<file path="src/rtl/fifo_stream_reader_pkg.sv">
// Shared constants for the FIFO stream reader and its 2-entry output buffer.
`ifndef FIFO_STREAM_READER_PKG_SV
`define FIFO_STREAM_READER_PKG_SV
package fifo_stream_reader_pkg;

  localparam int unsigned FIFO_STREAM_BUF_DEPTH = 2;
  localparam int unsigned FIFO_STREAM_PTR_W     = 1;
  localparam int unsigned FIFO_STREAM_DATA_W    = 32;

  typedef logic [FIFO_STREAM_PTR_W-1:0] buf_ptr_t;

endpackage
`endif

</file>
<file path="src/rtl/fifo_stream_skid.sv">
// 2-entry circular output buffer with push/pop and occupancy count.
module fifo_stream_skid
  import fifo_stream_reader_pkg::*;
#(
  parameter int unsigned DATA_WIDTH = FIFO_STREAM_DATA_W
) (
  input  logic                  clk,
  input  logic                  rst,
  input  logic                  push,
  input  logic [DATA_WIDTH-1:0] push_data,
  input  logic                  pop,
  output logic [DATA_WIDTH-1:0] data,
  output logic                  valid,
  output logic [1:0]            count
);

  logic [DATA_WIDTH-1:0] mem [FIFO_STREAM_BUF_DEPTH];
  buf_ptr_t              head;
  buf_ptr_t              tail;

  always_ff @(posedge clk) begin
    if (rst) begin
      mem   <= '{default: '0};
      head  <= '0;
      tail  <= '0;
      count <= '0;
    end else begin
      if (push) begin
        mem[tail] <= push_data;
        tail      <= tail + 1'b1;
      end
      if (pop) begin
        head <= head + 1'b1;
      end
      case ({push, pop})
        2'b10:   count <= count + 2'd1;
        2'b01:   count <= count - 2'd1;
        default: count <= count;
      endcase
    end
  end

  assign data  = mem[head];
  assign valid = (count != 2'd0);

`ifndef SYNTHESIS
  overflow_chk: assert property (@(posedge clk) disable iff (rst)
    !(push && !pop && count == 2'd2));
`endif

endmodule

</file>
<file path="src/rtl/fifo_stream_reader.sv">
// Drains a registered-read FIFO into a valid/ready stream via a 2-entry buffer.
// Optional packet framing (m_last, pkt_len) enabled by FIFO_STREAM_LAST_EN.
module fifo_stream_reader
  import fifo_stream_reader_pkg::*;
#(
  parameter int unsigned DATA_WIDTH = FIFO_STREAM_DATA_W,
  parameter int unsigned BUF_DEPTH  = FIFO_STREAM_BUF_DEPTH,
  parameter int unsigned PKT_LEN_W  = 8
) (
  input  logic                  clk,
  input  logic                  rst,
  input  logic                  rd_enable,
  input  logic                  fifo_empty,
  output logic                  fifo_rd_en,
  input  logic [DATA_WIDTH-1:0] fifo_rd_data,
  output logic                  m_valid,
  input  logic                  m_ready,
  output logic [DATA_WIDTH-1:0] m_data,
`ifdef FIFO_STREAM_LAST_EN
  input  logic [PKT_LEN_W-1:0]  pkt_len,
  output logic                  m_last,
`endif
  output logic [1:0]            buf_count
);

  logic       inflight;
  logic       accept;
  logic [2:0] credit;

  assign accept = m_valid & m_ready;

  // Occupancy as it will stand after this edge, counting the beat still in the FIFO's output register.
  assign credit     = 3'(buf_count) + 3'(inflight) - 3'(accept);
  assign fifo_rd_en = ~rst & rd_enable & ~fifo_empty & (credit < 3'(BUF_DEPTH));

  always_ff @(posedge clk) begin
    if (rst) begin
      inflight <= 1'b0;
    end else begin
      inflight <= fifo_rd_en;
    end
  end

  fifo_stream_skid #(
    .DATA_WIDTH(DATA_WIDTH)
  ) u_skid (
    .clk      (clk),
    .rst      (rst),
    .push     (inflight),
    .push_data(fifo_rd_data),
    .pop      (accept),
    .data     (m_data),
    .valid    (m_valid),
    .count    (buf_count)
  );

`ifdef FIFO_STREAM_LAST_EN
  logic [PKT_LEN_W-1:0] beat_cnt;
  logic [PKT_LEN_W-1:0] len_q;
  logic [PKT_LEN_W-1:0] cur_len;

  // Length is taken live on the first beat and held for the rest of the packet.
  assign cur_len = (beat_cnt == '0) ? pkt_len : len_q;
  assign m_last  = m_valid & (beat_cnt == cur_len);

  always_ff @(posedge clk) begin
    if (rst) begin
      beat_cnt <= '0;
      len_q    <= '0;
    end else if (accept) begin
      if (beat_cnt == '0) begin
        len_q <= pkt_len;
      end
      beat_cnt <= m_last ? '0 : beat_cnt + 1'b1;
    end
  end
`else
  logic [PKT_LEN_W-1:0] unused_pkt_len;
  assign unused_pkt_len = '0;
`endif

endmodule
</file>
<file path="config.mk">
export PLATFORM = sky130hd
export DESIGN_NAME = fifo_stream_reader
export DESIGN_NICKNAME = d
export VERILOG_FILES = /design/src/rtl/fifo_stream_reader_pkg.sv /design/src/rtl/fifo_stream_skid.sv /design/src/rtl/fifo_stream_reader.sv
export SDC_FILE = /design/constraint.sdc
export NUM_CORES = 1
export LEC_CHECK = 0
export CORE_UTILIZATION = 50
export CTS_BUF_LIST = sky130_fd_sc_hd__clkbuf_8
export CTS_CLUSTER_SIZE = 40
export DETAILED_ROUTE_END_ITERATION = 8
export HOLD_SLACK_MARGIN = 0.15
export PLACE_DENSITY = 0.81
export SLEW_MARGIN = 20
export SYNTH_ARGS = -nofsm -noshare
export SYNTH_HDL_FRONTEND = slang
export SYNTH_SLANG_ARGS = --single-unit
</file>
<file path="constraint.sdc">
create_clock -name clk -period 2.3 [get_ports clk]
set_input_delay 0.46 -clock clk [delete_from_list [all_inputs] [get_ports clk]]
set_output_delay 0.46 -clock clk [all_outputs]
set_load 0.01 [all_outputs]
</file>
==> summary.txt <==
Run status
  • Status: complete, but fails checks
  • Failing checks: negative setup slack

Hold path
  • Critical hold path startpoint: u_skid.mem[41]$_SDFFE_PP0P_
  • Hold crit path type: flip-flop to flip-flop

Global routing
  • Initial antenna violation count: 0
  • Largest net degree at the start of global routing: 70
  • GRT met3 Usage: 0.0482
  • Tot GR Track Use: 0.233
  • Gr busiest metal: met2
  • GRT overflow: 0
  • First-pass GRT wire length: 11100 µm
  • Vias in the first global route: 2384
  • Global routing usage on met1: 0.291
  • Met2 usage: 0.386

Timing
  • Tmin final: 2.44 ns
  • Tcrit/Tclk final: 1.06
  • Slew Limit Headroom: 0.428
  • RSZ-0062 raised after global routing: yes
  • Max Slew Vio Count: 0
  • Actual slew at the worst max-slew pin: 0.857 ns
  • Fmax: 410 MHz
  • Final setup vio count: 1
  • Clk_skew: 0.00560 ns
  • Fin worst setup slack: -0.141 ns
  • Fin. Hold Viols: 0

Clocking
  • Htree depth: 3
  • Root Buffer: clkbuf_8
  • Setup Buffers After CTS: 0
  • Clock latency on the worst-skew pair: 0.34 ns
  • Clk buf depth: 2
  • CTS sink cnt: 69
  • CTS tree: done
  • TritonCTS buffer count: 9
  • Cts hold-fix bufs: 0
  • Clock-pin slew on the worst setup and hold paths: 0.07 ns

Cells and area
  • Share of cells above drive strength 1: 0.169
  • Number of nets in the layout: 453
  • Area Growth Syn to Fin: 33.3%
  • Leading cell type in the layout, fill and taps excluded: nand2_1
  • Most frequent cells in the layout: nand2_1, clkdlybuf4s50_1, dfxtp_1
  • N_diodes: 0
  • Final Instance Area: 3830 µm²

Die
  • Initial Util: 0.519
  • DIE AREA: 6060 µm²
  • Ports: 73
  • Die X: 77.8 µm
  • Core area: 5540 µm²
  • # rows: 27
  • Height of the die: 77.8 µm

Route
  • Iter 0 DRT Violations: 115
  • Final wirelength: 6660 µm
  • Drt via density: 5.18
  • Drt wl/cell: 13.5 µm
  • Via count: 2549
  • DRT Pass-1 Iters: 4
  • Drt drc: 0
  • DRT antenna net count: 0

Placement
  • HPWL Detailed: 4220 µm
  • # port buffers: 72
  • Gpl congestion: 0.708
  • Post-DP Area: 3630 µm²
  • Pre-CTS WS: -0.937 ns

Setup path
  • Critical path class: flip-flop to primary output
  • Critical path launch point: u_skid.count[0]$_SDFFE_PP0P_
  • CP Launch Type: flip-flop
  • Worst r2r src: inflight$_SDFF_PP0_
  • Peak fanout along the critical path: 3
  • CP Cell Sequence: and3b_4 -> buf_4 -> fa_1 -> nand2_2 -> nor4_2 -> buf_2
  • CP max stage cell: fa_1
  • Critical path's largest stage delay: 0.52 ns
  • Endpoint class of the critical path: primary output
  • Worst EP arrival: 1.98 ns
  • Worst EP required: 1.84 ns

Synth
  • Synth area leader: dfxtp_1
  • Cell count after synthesis: 345
  • Avg Cell Area, Syn: 8.33 µm²
  • Yosys top cell area share: 0.480
  • Sequential fraction of the synthesis area: 0.480
  • Synth area leaders: dfxtp_1, nand2_1, mux2_2
  • Synthesis-stage register bit count: 69
  • Yosys warnings: 0
  • Syn nets: 383
  • Distinct cells, synth: 22
  • Mapped cell area: 2880 µm²

Pwr
  • Leakage: 1.39 nW
  • Cell Pwr Density: 635 nW/µm²
  • Worst VDD drop: 0.390 mV

Flow run
  • Max-Cap Viols: 0
==> state kept, by name, summed over array words and instances, names as in the netlist <==
signal / count
u_skid.mem: 64
u_skid.count: 2
inflight: 1
u_skid.head: 1
u_skid.tail: 1
==> metal layers <==
metal / routed length, µm / vias up / part of all wire
met5: 0 / - / 0
met4: 108 / 0 / 0.016
met3: 341 / 12 / 0.051
met2: 3220 / 58 / 0.48
met1: 2990 / 1210 / 0.45
li1: - / 1269 / -
==> cell usage after synthesis, drive strengths merged <==
master and count:
nor4 2, clkbuf 11, o21ai 2, a21oi 66
dfxtp 69, or3 1, nand2 131, nor2 1
xor2 2, and2 1, nand2b 3, or2 1
nor3 1, nor2b 2, mux2 32, and3b 2
buf 16, mux2i 1, fa 1
==> final timing paths <==
| kind | end | slack (ns) | depth (start not counted) |
|---|---|---|---|
| max reg2reg | u_skid.mem[29]$_SDFFE_PP0P_ | 0.44 | 5 |
| min reg2reg | u_skid.mem[41]$_SDFFE_PP0P_ | 0.45 | 2 |
| max | fifo_rd_en | -0.14 | 6 |
| min | u_skid.mem[41]$_SDFFE_PP0P_ | 0.45 | 2 |
==> report_power, final <==
group	internal [mW]	switching, mW	leakage (nW)	total (mW)
logic	0.135	0.107	0.722	0.242
clock network	0.519	0.440	0.107	0.959
registers	1.22	0.0128	0.559	1.23
==> final cells by class <==
class | count | area [µm²]
multi-input cells | 249 | 1350
repair buffers | 86 | 822
flip-flops and latches | 69 | 1380
clock inverters | 6 | 53.8
well taps | 72 | 90.1
fillers | 458 | 1710
clock buffers | 10 | 138
==> cell families after synthesis <==
| group | count (synthesis) | share of synthesized area |
|---|---|---|
| compound gates | 68 | 0.118 |
| fa+ha+maj | 1 | 0.00696 |
| buf+inv | 27 | 0.0561 |
| simple gates | 145 | 0.203 |
| flops | 69 | 0.480 |
| mux | 33 | 0.129 |
| xor+xnor | 2 | 0.00609 |
==> stage by stage <==
step / util / power [mW] / hold slack, ns / setup TNS, ns / std cells
6_report: 0.692 / 2.43 / 0.452 / -0.141 / 492
5_1_grt: 0.692 / 2.53 / 0.468 / -0.259 / 492
4_1_cts: 0.691 / 2.45 / 0.454 / -0.170 / 492
3_5_place_dp: 0.655 / 1.50 / 0.444 / -0.937 / 476
3_3_place_gp: 0.655 / 1.50 / 0.438 / -0.824 / 476
2_1_floorplan: - / 1.37 / 0.433 / 0 / 345
==> timing repair <==
action	CTS	global route
gates cloned	0	0
resized for setup	12	4
endpoints found under the setup margin	2	7
==> worst max-delay path: cells and delay by family (launching register included) <==
kind,cells,cell delay (ns)
fa+ha+maj,1,0.52
buf+inv,2,0.31
flops,1,0.34
simple gates,3,0.48
(Power assumes the default switching activity.)
